## src/rtl/nmi_req_guard_pkg.sv

```systemverilog
// Shared types and defaults for the nmi request guard (register slice + bus watchdog).
package nmi_req_guard_pkg;

  typedef enum logic [1:0] {
    IDLE = 2'd0,
    REQ  = 2'd1,
    RESP = 2'd2
  } state_e;

  localparam int          NMI_ADDR_W   = 32;
  localparam int          NMI_DATA_W   = 32;
  localparam int          NMI_STRB_W   = 4;
  localparam logic [31:0] ERR_DATA_DEF = 32'hDEAD_BEEF;

endpackage

```

## src/rtl/nmi_req_guard_if.sv

```systemverilog
// nmi bus: valid/ready handshake with address, write data, byte strobes and read data.
interface nmi_if;
  import nmi_req_guard_pkg::*;

  logic                  valid;
  logic [NMI_ADDR_W-1:0] addr;
  logic [NMI_DATA_W-1:0] wdata;
  logic [NMI_STRB_W-1:0] wstrb;
  logic [NMI_DATA_W-1:0] rdata;
  logic                  ready;

  modport master (output valid, addr, wdata, wstrb, input  rdata, ready);
  modport slave  (input  valid, addr, wdata, wstrb, output rdata, ready);

endinterface

```

## src/rtl/nmi_req_guard_cells.sv

```systemverilog
// Standard flop cells: dffr (sync active-low reset) and dffer (same, with load enable).
module dffr #(
  parameter int W = 1
) (
  input  logic         clk_i,
  input  logic         rst_n_i,
  input  logic [W-1:0] d,
  output logic [W-1:0] q
);

  always_ff @(posedge clk_i) begin
    if (!rst_n_i) q <= '0;
    else          q <= d;
  end

endmodule

module dffer #(
  parameter int W = 1
) (
  input  logic         clk_i,
  input  logic         rst_n_i,
  input  logic         en,
  input  logic [W-1:0] d,
  output logic [W-1:0] q
);

  always_ff @(posedge clk_i) begin
    if (!rst_n_i) q <= '0;
    else if (en)  q <= d;
  end

endmodule

```

## src/rtl/nmi_req_guard_tmo.sv

```systemverilog
// Timeout counter: cleared per request, counts stalled cycles, flags the last allowed cycle.
module nmi_req_guard_tmo #(
  parameter int TIMEOUT_CYC = 1024,
  parameter int CNT_W       = $clog2(TIMEOUT_CYC + 1)
) (
  input  logic clk_i,
  input  logic rst_n_i,
  input  logic clr,
  input  logic en,
  output logic hit
);

  localparam logic [CNT_W-1:0] LAST = CNT_W'(TIMEOUT_CYC - 1);

  logic [CNT_W-1:0] cnt_q;

  // Holds at LAST instead of wrapping; the FSM leaves REQ on that cycle anyway.
  always_ff @(posedge clk_i) begin
    if (!rst_n_i)          cnt_q <= '0;
    else if (clr)          cnt_q <= '0;
    else if (en && !hit)   cnt_q <= cnt_q + 1'b1;
  end

  // Ungated terminal count so the FSM's enable never loops back through here.
  assign hit = (cnt_q == LAST);

endmodule

```

## src/rtl/nmi_req_guard.sv

```systemverilog
// Register slice + watchdog between a core's nmi master and the SoC fabric.
// Optional statistics counters built only when NMI_REQ_GUARD_STAT_EN is defined.
module nmi_req_guard
  import nmi_req_guard_pkg::*;
#(
  parameter  int          TIMEOUT_CYC = 1024,
  localparam int          CNT_W       = $clog2(TIMEOUT_CYC + 1),
  parameter  logic [31:0] ERR_DATA    = ERR_DATA_DEF
) (
  input  logic         clk_i,
  input  logic         rst_n_i,
  nmi_if.slave         up,
  nmi_if.master        dn,
  input  logic         clr_i,
  output logic         timeout_o,
  output logic [31:0]  err_addr_o,
  output logic [31:0]  txn_cnt_o,
  output logic [15:0]  tmo_cnt_o
);

  state_e state_q, state_d;

  logic req_ld, rsp_ld, tmo_set, cnt_clr, cnt_en, tmo_hit;

  logic [NMI_ADDR_W-1:0] addr_q;
  logic [NMI_DATA_W-1:0] wdata_q;
  logic [NMI_STRB_W-1:0] wstrb_q;
  logic [NMI_DATA_W-1:0] rdata_q, rdata_d;

  logic        timeout_d;
  logic        err_ld;
  logic [31:0] err_addr_d;

  always_ff @(posedge clk_i) begin
    if (!rst_n_i) state_q <= IDLE;
    else          state_q <= state_d;
  end

  // dn.ready wins over the terminal count when both land in the same cycle.
  always_comb begin
    state_d = state_q;
    req_ld  = 1'b0;
    rsp_ld  = 1'b0;
    tmo_set = 1'b0;
    cnt_clr = 1'b0;
    cnt_en  = 1'b0;
    unique case (state_q)
      IDLE: begin
        if (up.valid) begin
          req_ld  = 1'b1;
          cnt_clr = 1'b1;
          state_d = REQ;
        end
      end
      REQ: begin
        if (dn.ready) begin
          rsp_ld  = 1'b1;
          state_d = RESP;
        end else begin
          cnt_en = 1'b1;
          if (tmo_hit) begin
            tmo_set = 1'b1;
            rsp_ld  = 1'b1;
            state_d = RESP;
          end
        end
      end
      RESP:    state_d = IDLE;
      default: state_d = IDLE;
    endcase
  end

  nmi_req_guard_tmo #(
    .TIMEOUT_CYC (TIMEOUT_CYC),
    .CNT_W       (CNT_W)
  ) u_tmo (
    .clk_i   (clk_i),
    .rst_n_i (rst_n_i),
    .clr     (cnt_clr),
    .en      (cnt_en),
    .hit     (tmo_hit)
  );

  dffer #(.W(NMI_ADDR_W)) u_addr  (.clk_i(clk_i), .rst_n_i(rst_n_i), .en(req_ld), .d(up.addr),  .q(addr_q));
  dffer #(.W(NMI_DATA_W)) u_wdata (.clk_i(clk_i), .rst_n_i(rst_n_i), .en(req_ld), .d(up.wdata), .q(wdata_q));
  dffer #(.W(NMI_STRB_W)) u_wstrb (.clk_i(clk_i), .rst_n_i(rst_n_i), .en(req_ld), .d(up.wstrb), .q(wstrb_q));

  // Writes capture dn.rdata too, so up.rdata always reflects the last response.
  assign rdata_d = dn.ready ? dn.rdata : ERR_DATA;

  dffer #(.W(NMI_DATA_W)) u_rdata (.clk_i(clk_i), .rst_n_i(rst_n_i), .en(rsp_ld), .d(rdata_d), .q(rdata_q));

  // A timeout in the same cycle as clr_i takes precedence over the clear.
  assign timeout_d  = tmo_set | (timeout_o & ~clr_i);
  assign err_ld     = tmo_set | clr_i;
  assign err_addr_d = tmo_set ? addr_q : 32'h0;

  dffr  #(.W(1))  u_tmo_flag (.clk_i(clk_i), .rst_n_i(rst_n_i), .d(timeout_d), .q(timeout_o));
  dffer #(.W(32)) u_err_addr (.clk_i(clk_i), .rst_n_i(rst_n_i), .en(err_ld), .d(err_addr_d), .q(err_addr_o));

  assign dn.valid = (state_q == REQ);
  assign dn.addr  = addr_q;
  assign dn.wdata = wdata_q;
  assign dn.wstrb = wstrb_q;

  assign up.ready = (state_q == RESP);
  assign up.rdata = rdata_q;

`ifdef NMI_REQ_GUARD_STAT_EN
  logic [31:0] txn_cnt_d;
  logic [15:0] tmo_cnt_d;

  assign txn_cnt_d = txn_cnt_o + {31'h0, (state_q == RESP)};
  assign tmo_cnt_d = (tmo_set && (tmo_cnt_o != 16'hFFFF)) ? tmo_cnt_o + 16'h1 : tmo_cnt_o;

  dffr #(.W(32)) u_txn_cnt (.clk_i(clk_i), .rst_n_i(rst_n_i), .d(txn_cnt_d), .q(txn_cnt_o));
  dffr #(.W(16)) u_tmo_cnt (.clk_i(clk_i), .rst_n_i(rst_n_i), .d(tmo_cnt_d), .q(tmo_cnt_o));
`else
  assign txn_cnt_o = 32'h0;
  assign tmo_cnt_o = 16'h0;
`endif

endmodule
```

## src/flat_wrapper.sv

```systemverilog
// flat-port wrapper written by rule: the top's interface ports become plain ports
module nmi_req_guard_flat import nmi_req_guard_pkg::*;
#(
  parameter  int          TIMEOUT_CYC = 1024,
  localparam int          CNT_W       = $clog2(TIMEOUT_CYC + 1),
  parameter  logic [31:0] ERR_DATA    = ERR_DATA_DEF
)
  (clk_i, rst_n_i, clr_i, timeout_o, err_addr_o, txn_cnt_o, tmo_cnt_o, up_valid, up_addr, up_wdata, up_wstrb, up_rdata, up_ready, dn_valid, dn_addr, dn_wdata, dn_wstrb, dn_rdata, dn_ready);
  nmi_if up_i ();
  nmi_if dn_i ();
  input  logic clk_i;
  input  logic rst_n_i;
  input  logic clr_i;
  output logic timeout_o;
  output logic [31:0] err_addr_o;
  output logic [31:0] txn_cnt_o;
  output logic [15:0] tmo_cnt_o;
  input wire logic [$bits(up_i.valid)-1:0] up_valid;
  input wire logic [$bits(up_i.addr)-1:0] up_addr;
  input wire logic [$bits(up_i.wdata)-1:0] up_wdata;
  input wire logic [$bits(up_i.wstrb)-1:0] up_wstrb;
  output wire logic [$bits(up_i.rdata)-1:0] up_rdata;
  output wire logic [$bits(up_i.ready)-1:0] up_ready;
  output wire logic [$bits(dn_i.valid)-1:0] dn_valid;
  output wire logic [$bits(dn_i.addr)-1:0] dn_addr;
  output wire logic [$bits(dn_i.wdata)-1:0] dn_wdata;
  output wire logic [$bits(dn_i.wstrb)-1:0] dn_wstrb;
  input wire logic [$bits(dn_i.rdata)-1:0] dn_rdata;
  input wire logic [$bits(dn_i.ready)-1:0] dn_ready;
  assign up_i.valid = up_valid;
  assign up_i.addr = up_addr;
  assign up_i.wdata = up_wdata;
  assign up_i.wstrb = up_wstrb;
  assign up_rdata = up_i.rdata;
  assign up_ready = up_i.ready;
  assign dn_valid = dn_i.valid;
  assign dn_addr = dn_i.addr;
  assign dn_wdata = dn_i.wdata;
  assign dn_wstrb = dn_i.wstrb;
  assign dn_i.rdata = dn_rdata;
  assign dn_i.ready = dn_ready;
  nmi_req_guard #(.TIMEOUT_CYC(TIMEOUT_CYC), .ERR_DATA(ERR_DATA)) u_core (.clk_i(clk_i), .rst_n_i(rst_n_i), .up(up_i), .dn(dn_i), .clr_i(clr_i), .timeout_o(timeout_o), .err_addr_o(err_addr_o), .txn_cnt_o(txn_cnt_o), .tmo_cnt_o(tmo_cnt_o));
endmodule
```

## config.mk

```make
export PLATFORM = sky130hd
export DESIGN_NAME = nmi_req_guard_flat
export DESIGN_NICKNAME = d
export VERILOG_FILES = /design/src/rtl/nmi_req_guard_pkg.sv /design/src/rtl/nmi_req_guard_if.sv /design/src/rtl/nmi_req_guard_cells.sv /design/src/rtl/nmi_req_guard_tmo.sv /design/src/rtl/nmi_req_guard.sv /design/src/flat_wrapper.sv
export SDC_FILE = /design/constraint.sdc
export NUM_CORES = 1
export LEC_CHECK = 0
export BUFFER_PORTS_ARGS = -buffer_cell sky130_fd_sc_hd__buf_2
export CAP_MARGIN = 20
export CORE_ASPECT_RATIO = 1.2
export CORE_MARGIN = 5
export CORE_UTILIZATION = 48
export CTS_BUF_LIST = sky130_fd_sc_hd__clkbuf_8
export CTS_CLUSTER_SIZE = 28
export DETAILED_ROUTE_END_ITERATION = 16
export PLACE_DENSITY = 0.81
export SLEW_MARGIN = 25
export SYNTH_ARGS = -nofsm -noshare
export SYNTH_HDL_FRONTEND = slang
export SYNTH_SLANG_ARGS = --single-unit
```

## constraint.sdc

```tcl
create_clock -name clk_i -period 2.3 [get_ports clk_i]
set_input_delay 0.23 -clock clk_i [delete_from_list [all_inputs] [get_ports clk_i]]
set_output_delay 0.23 -clock clk_i [all_outputs]
set_load 0.1 [all_outputs]
```

==> results.sh, run 1 <==
export IMPL_outcome="complete, no violations"
export IMPL_cts_path_max_buffers=2
export IMPL_drv_slew=0
export IMPL_hold_depth=3
export IMPL_leakage_nw=3.42
export IMPL_yosys_register_bits=146
export IMPL_rows=44
export IMPL_cp_required_ns=2.66
export IMPL_drt_initial_drc_count=222
export IMPL_met2_usage=0.353
export IMPL_syn_inst=657
export IMPL_grt_busiest_layer="met2"
export IMPL_place_port_buffers=239
export IMPL_start_util=0.490
export IMPL_critPathMaxStageDelay_ns=0.53
export IMPL_slew_limit_headroom=0.590
export IMPL_core_area_um2=12100
export IMPL_final_nets=987
export IMPL_crit_arrival_ns=2.39
export IMPL_crit_chain="or3b_1, or4_4, or4_1, nand2_1"
export IMPL_cp_depth=4
export IMPL_vias=5110
export IMPL_ys_seq_area_frac=0.495
export IMPL_grt_antenna_before_repair=0
export IMPL_hold_viol=0
export IMPL_reg2reg_depth=4
export IMPL_fmax_mhz=493
export IMPL_yosys_warnings=0
export IMPL_cts_resized=0
export IMPL_cts_tree="yes"
export IMPL_p_per_area_nw_per_um2=845
export IMPL_startpoint_type="flop"
export IMPL_die_w_um=111
export IMPL_endpoint_kind="flop"
export IMPL_mostFrequentLayoutCell="buf_2"
export IMPL_drcViolationCount=0
export IMPL_vias_per_cell=4.84
export IMPL_async_reset_ff_frac=0
export IMPL_cts_setup_buffers=0
export IMPL_diodes=0
export IMPL_die_h_um=131
export IMPL_finalCriticalPeriod_ns=2.03
export IMPL_max_slew_worst_pin_slew_ns=0.616
export IMPL_crit_buf_inv=0
export IMPL_worst_r2r_endpoint="u_core.u_tmo.cnt_q[9]"
export IMPL_gr_total_overflow=0
export IMPL_worstSetupPathType="flop to flop"
export IMPL_clock_root_buffer="clkbuf_8"
export IMPL_drt_total_wl_um=15500
export IMPL_gp_congestion=0.795
export IMPL_dpl_cell_area_um2=7070
export IMPL_startpoint="u_core.state_q[0]"
export IMPL_r2r_start="u_core.state_q[0]"
export IMPL_dp_hpwl_um=11200
export IMPL_peakVddDrop_uv=588
export IMPL_cts_hold_buffers=0
export IMPL_dieArea_um2=14600
export IMPL_clkLatencyLatePin_ns=0.42
export IMPL_drive_gt1_frac=0.350
export IMPL_htree_levels=4
export IMPL_wl_per_cell_um=14.7
export IMPL_cp_slowest_cell="or4_4"
export IMPL_min_path_type="input port to flop"
export IMPL_r2r_slack_ns=0.27
export IMPL_layout_common_cells="buf_2, nand2_1, dfxtp_1"
export IMPL_drv_cap=0
export IMPL_finalPower_mw=6.30
export IMPL_synth_area_um2=5900
export IMPL_setup_tns_ns=0
export IMPL_fin_crit_sh=0.882
export IMPL_grt_total_usage=0.205
export IMPL_grt_max_degree=71
export IMPL_finalClockSkew_ns=0.0101
export IMPL_drtAntennaViolNets=0
export IMPL_area_growth_pct=26.4
export IMPL_rsz0062_at_grt="false"
export IMPL_grtUsageMet3=0.0557
export IMPL_setup_viol=0
export IMPL_ys_flop_type="dfxtp_1"
export IMPL_cp_top_family="simple AND/OR/NAND/NOR gates"
export IMPL_cp_endpoint="u_core.u_tmo.cnt_q[9]"
export IMPL_grt_pass1_vias=4885
export IMPL_clock_sink_count=146
export IMPL_final_area_um2=7460
export IMPL_crit_fanout=6
export IMPL_io_pins=288
export IMPL_synth_edf_count=0
export IMPL_use_met1=0.240
export IMPL_grt_pass1_wl_um=24900
export IMPL_cts_buffers=17
export IMPL_first_pass_iters=4
export IMPL_syn_avg_cell_area_um2=8.98
export IMPL_synth_cell_types=39
export IMPL_clkSlewWorstSetupHoldPaths_ns=0.09
[state kept, by name (all words and copies together), names as in the netlist]
signal	flops
u_core.u_addr.q	32
u_core.u_err_addr.q	32
u_core.state_q	2
u_core.u_tmo_flag.q	1
u_core.u_rdata.q	32
u_core.u_wstrb.q	4
u_core.u_wdata.q	32
u_core.u_tmo.cnt_q	11
[layout make-up]
cell class	instances	area, µm²
clock buffer	17	234
clock inverter	15	159
fill	1099	4590
inverter	4	15.0
multi-input combinational	460	2620
sequential	146	2920
tap	161	201
timing repair buffer	252	1310
[synth_stat cells, types with 4 or more instances]
cell type / instances / area share
dfxtp_1: 146 / 0.50
o21ai_0: 12 / 0.010
inv_1: 4 / 0.0025
a21oi_1: 5 / 0.0042
buf_4: 48 / 0.061
nand2_1: 183 / 0.12
nand3b_1: 33 / 0.042
or3_1: 4 / 0.0042
clkbuf_1: 44 / 0.028
a21boi_1: 5 / 0.0064
a21boi_0: 105 / 0.13
o221a_2: 24 / 0.046
nand3_1: 4 / 0.0034
[worst min-delay path by stage]
stage                            from                endpoint
2_1_floorplan              up_addr[0]      u_core.u_addr.q[0]
3_3_place_gp   u_core.u_tmo.cnt_q[10]  u_core.u_tmo.cnt_q[10]
3_5_place_dp   u_core.u_tmo.cnt_q[10]  u_core.u_tmo.cnt_q[10]
4_1_cts                    up_addr[6]      u_core.u_addr.q[6]
5_1_grt                    up_addr[4]      u_core.u_addr.q[4]
6_report                  dn_rdata[4]     u_core.u_rdata.q[4]
[kinds of logic after synthesis]
family                     Yosys count  share of synthesized area
buffers and inverters               98                     0.0929
xor gates and xnor gates             1                    0.00148
other                                1                   0.000635
adders and majority gates            1                    0.00212
AOI/OAI and AO/OA                  160                      0.212
and+or+nand+nor                    250                      0.196
DFF                                146                      0.495
[routing by layer]
layer / vias up / wire length (µm) / part of all wire
met5: - / 0 / 0
met4: 0 / 397 / 0.026
met3: 27 / 821 / 0.053
met2: 149 / 7950 / 0.51
met1: 2349 / 6370 / 0.41
li1: 2585 / - / -
[metrics by stage]
step	util	hold WS, ns	setup WS [ns]	instances
2_1_floorplan	-	0.375	0.0526	704
3_3_place_gp	0.586	0.427	0.346	1023
3_5_place_dp	0.586	0.431	0.319	1023
4_1_cts	0.619	0.0141	0.267	1055
5_1_grt	0.619	0.0174	0.130	1055
6_report	0.619	0.0491	0.272	1055
[power by group]
part / leakage (nW) / internal, mW / switching, mW
Clock: 0.193 / 0.974 / 0.993
Combinational: 2.03 / 0.255 / 1.38
Sequential: 1.19 / 2.64 / 0.0616
Total: 3.42 / 3.86 / 2.44
[worst reg2reg max path, cell delays in order (launching register included)]
cell	delay [ns]
dfxtp_1	0.41
or3b_1	0.47
or4_4	0.53
or4_1	0.48
nand2_1	0.08
(Power assumes the default switching activity.)
==> run 2: changes to the inputs <==
--- a/config.mk
+++ b/config.mk
@@ -9,11 +9,11 @@
 export CAP_MARGIN = 20
 export CORE_ASPECT_RATIO = 1.2
 export CORE_MARGIN = 5
-export CORE_UTILIZATION = 48
+export CORE_UTILIZATION = 45
 export CTS_BUF_LIST = sky130_fd_sc_hd__clkbuf_8
 export CTS_CLUSTER_SIZE = 28
 export DETAILED_ROUTE_END_ITERATION = 16
-export PLACE_DENSITY = 0.81
+export PLACE_DENSITY = 0.76
 export SLEW_MARGIN = 25
 export SYNTH_ARGS = -nofsm -noshare
 export SYNTH_HDL_FRONTEND = slang
==> results.sh, run 2 (synthesis results as in run 1) <==
export IMPL_outcome="complete, no violations"
export IMPL_drtAntennaViolNets=0
export IMPL_clock_sink_count=146
export IMPL_cts_path_max_buffers=2
export IMPL_drv_cap=0
export IMPL_drt_initial_drc_count=341
export IMPL_grt_antenna_before_repair=0
export IMPL_final_nets=1010
export IMPL_cts_tree="yes"
export IMPL_setup_tns_ns=0
export IMPL_hold_viol=0
export IMPL_gr_total_overflow=0
export IMPL_p_seq_frac=0.405
export IMPL_area_growth_pct=31.6
export IMPL_fin_util=0.608
export IMPL_rows=45
export IMPL_start_util=0.462
export IMPL_rsz0062_at_grt="false"
export IMPL_final_cells=1082
export IMPL_cp_required_ns=2.07
export IMPL_finalCriticalPeriod_ns=2.04
export IMPL_mostFrequentLayoutCell="buf_2"
export IMPL_timing_hold_ws_ns=0.0225
export IMPL_reg2reg_depth=4
export IMPL_fmax_mhz=490
export IMPL_dp_hpwl_um=10900
export IMPL_r2r_slack_ns=0.31
export IMPL_power_frac_clock=0.342
export IMPL_grt_busiest_layer="met2"
export IMPL_cts_buffers=17
export IMPL_first_pass_iters=4
export IMPL_setup_viol=0
export IMPL_gp_congestion=0.811
export IMPL_vias=5304
export IMPL_worstSetupPathType="flop to output port"
export IMPL_power_frac_comb=0.252
export IMPL_p_int_mw=4.24
export IMPL_use_met1=0.235
export IMPL_finalPower_mw=6.65
export IMPL_dieArea_um2=15500
export IMPL_seqCellArea_um2=2920
export IMPL_drt_total_wl_um=16100
export IMPL_drv_slew=0
export IMPL_r2r_start="u_core.state_q[0]"
export IMPL_n_fill_cell=1193
export IMPL_dpl_cell_area_um2=7060
export IMPL_vias_per_cell=4.90
export IMPL_peakVddDrop_uv=448
export IMPL_drive_gt1_frac=0.338
export IMPL_wl_per_cell_um=14.9
export IMPL_layout_common_cells="buf_2, nand2_1, dfxtp_1"
export IMPL_fin_ws_ns=0.257
export IMPL_min_path_type="input port to flop"
export IMPL_place_port_buffers=239
export IMPL_max_slew_worst_pin_slew_ns=0.612
export IMPL_io_pins=288
export IMPL_endpoint_kind="output port"
export IMPL_clkSlewWorstSetupHoldPaths_ns=0.08
export IMPL_grt_total_usage=0.200
export IMPL_core_area_um2=12800
export IMPL_clkLatencyLatePin_ns=0.45
export IMPL_grtUsageMet3=0.0617
export IMPL_dp_cells=1024
export IMPL_multi_input_area_um2=2620
export IMPL_slew_limit_headroom=0.592
export IMPL_grt_pass1_vias=4943
export IMPL_met2_usage=0.328
export IMPL_drcViolationCount=0
export IMPL_power_switching_mw=2.42
export IMPL_finalClockSkew_ns=0.0105
export IMPL_final_area_um2=7770
export IMPL_fin_crit_sh=0.888
export IMPL_p_sw_frac=0.363
export IMPL_grt_pass1_wl_um=24700
export IMPL_startpoint_type="flop"
export IMPL_die_w_um=115
export IMPL_dpl_worst_slack_ns=0.331
export IMPL_crit_fanout=10
export IMPL_htree_levels=4
export IMPL_die_h_um=135
export IMPL_min_delay_start="up_wdata[10]"
export IMPL_worst_r2r_endpoint="u_core.u_tmo.cnt_q[9]"
export IMPL_clock_root_buffer="clkbuf_8"
export IMPL_leakage_nw=3.55
export IMPL_p_per_area_nw_per_um2=856
export IMPL_startpoint="u_core.state_q[0]"
export IMPL_grt_max_degree=70
export IMPL_crit_arrival_ns=1.81
export IMPL_cp_endpoint="dn_valid"
run 2: cell type report:
cell class	count	area share
Sequential cell	146	0.376
Clock inverter	14	0.0271
Timing Repair Buffer	275	0.199
Clock buffer	18	0.0319
Multi-Input combinational cell	460	0.337
Inverter	4	0.00193
Antenna cell	1	0.000322
Tap cell	164	0.0264
run 2: repair_timing:
action,CTS,global route
setup buffers,0,0
endpoints found under the hold margin,25,0
hold buffers,25,0
resized for setup,0,0
run 2: worst min-delay path by stage:
stage,endpoint,slack [ns],cells past startpoint
after global placement,u_core.u_tmo.cnt_q[10],0.43,2
after detailed placement,u_core.u_tmo.cnt_q[10],0.44,2
after CTS,u_core.u_wdata.q[26],0.00002,3
final,u_core.u_wdata.q[10],0.02,3
after global routing,u_core.u_addr.q[15],0.006,3
after floorplan,u_core.u_addr.q[0],0.37,2
run 2: power groups by stage:
stage	Clock, mW	Sequential (mW)	Combinational (mW)
2_1_floorplan	0	3.52	0.666
3_3_place_gp	0	2.75	1.64
3_5_place_dp	0	2.75	1.65
4_1_cts	2.33	2.70	1.68
5_1_grt	2.45	2.71	1.74
6_report	2.28	2.70	1.68
run 2: critical path, cell delays in order (launching register included):
cell	delay, ns
dfxtp_1	0.40
or2b_1	0.36
inv_1	0.15
buf_2	0.44
run 2: layer usage:
metal,up-vias,part of all wire,routed length (µm)
met2,191,0.51,8210
met3,36,0.075,1210
met5,-,0,0
li1,2626,-,-
met1,2451,0.38,6200
met4,0,0.032,520
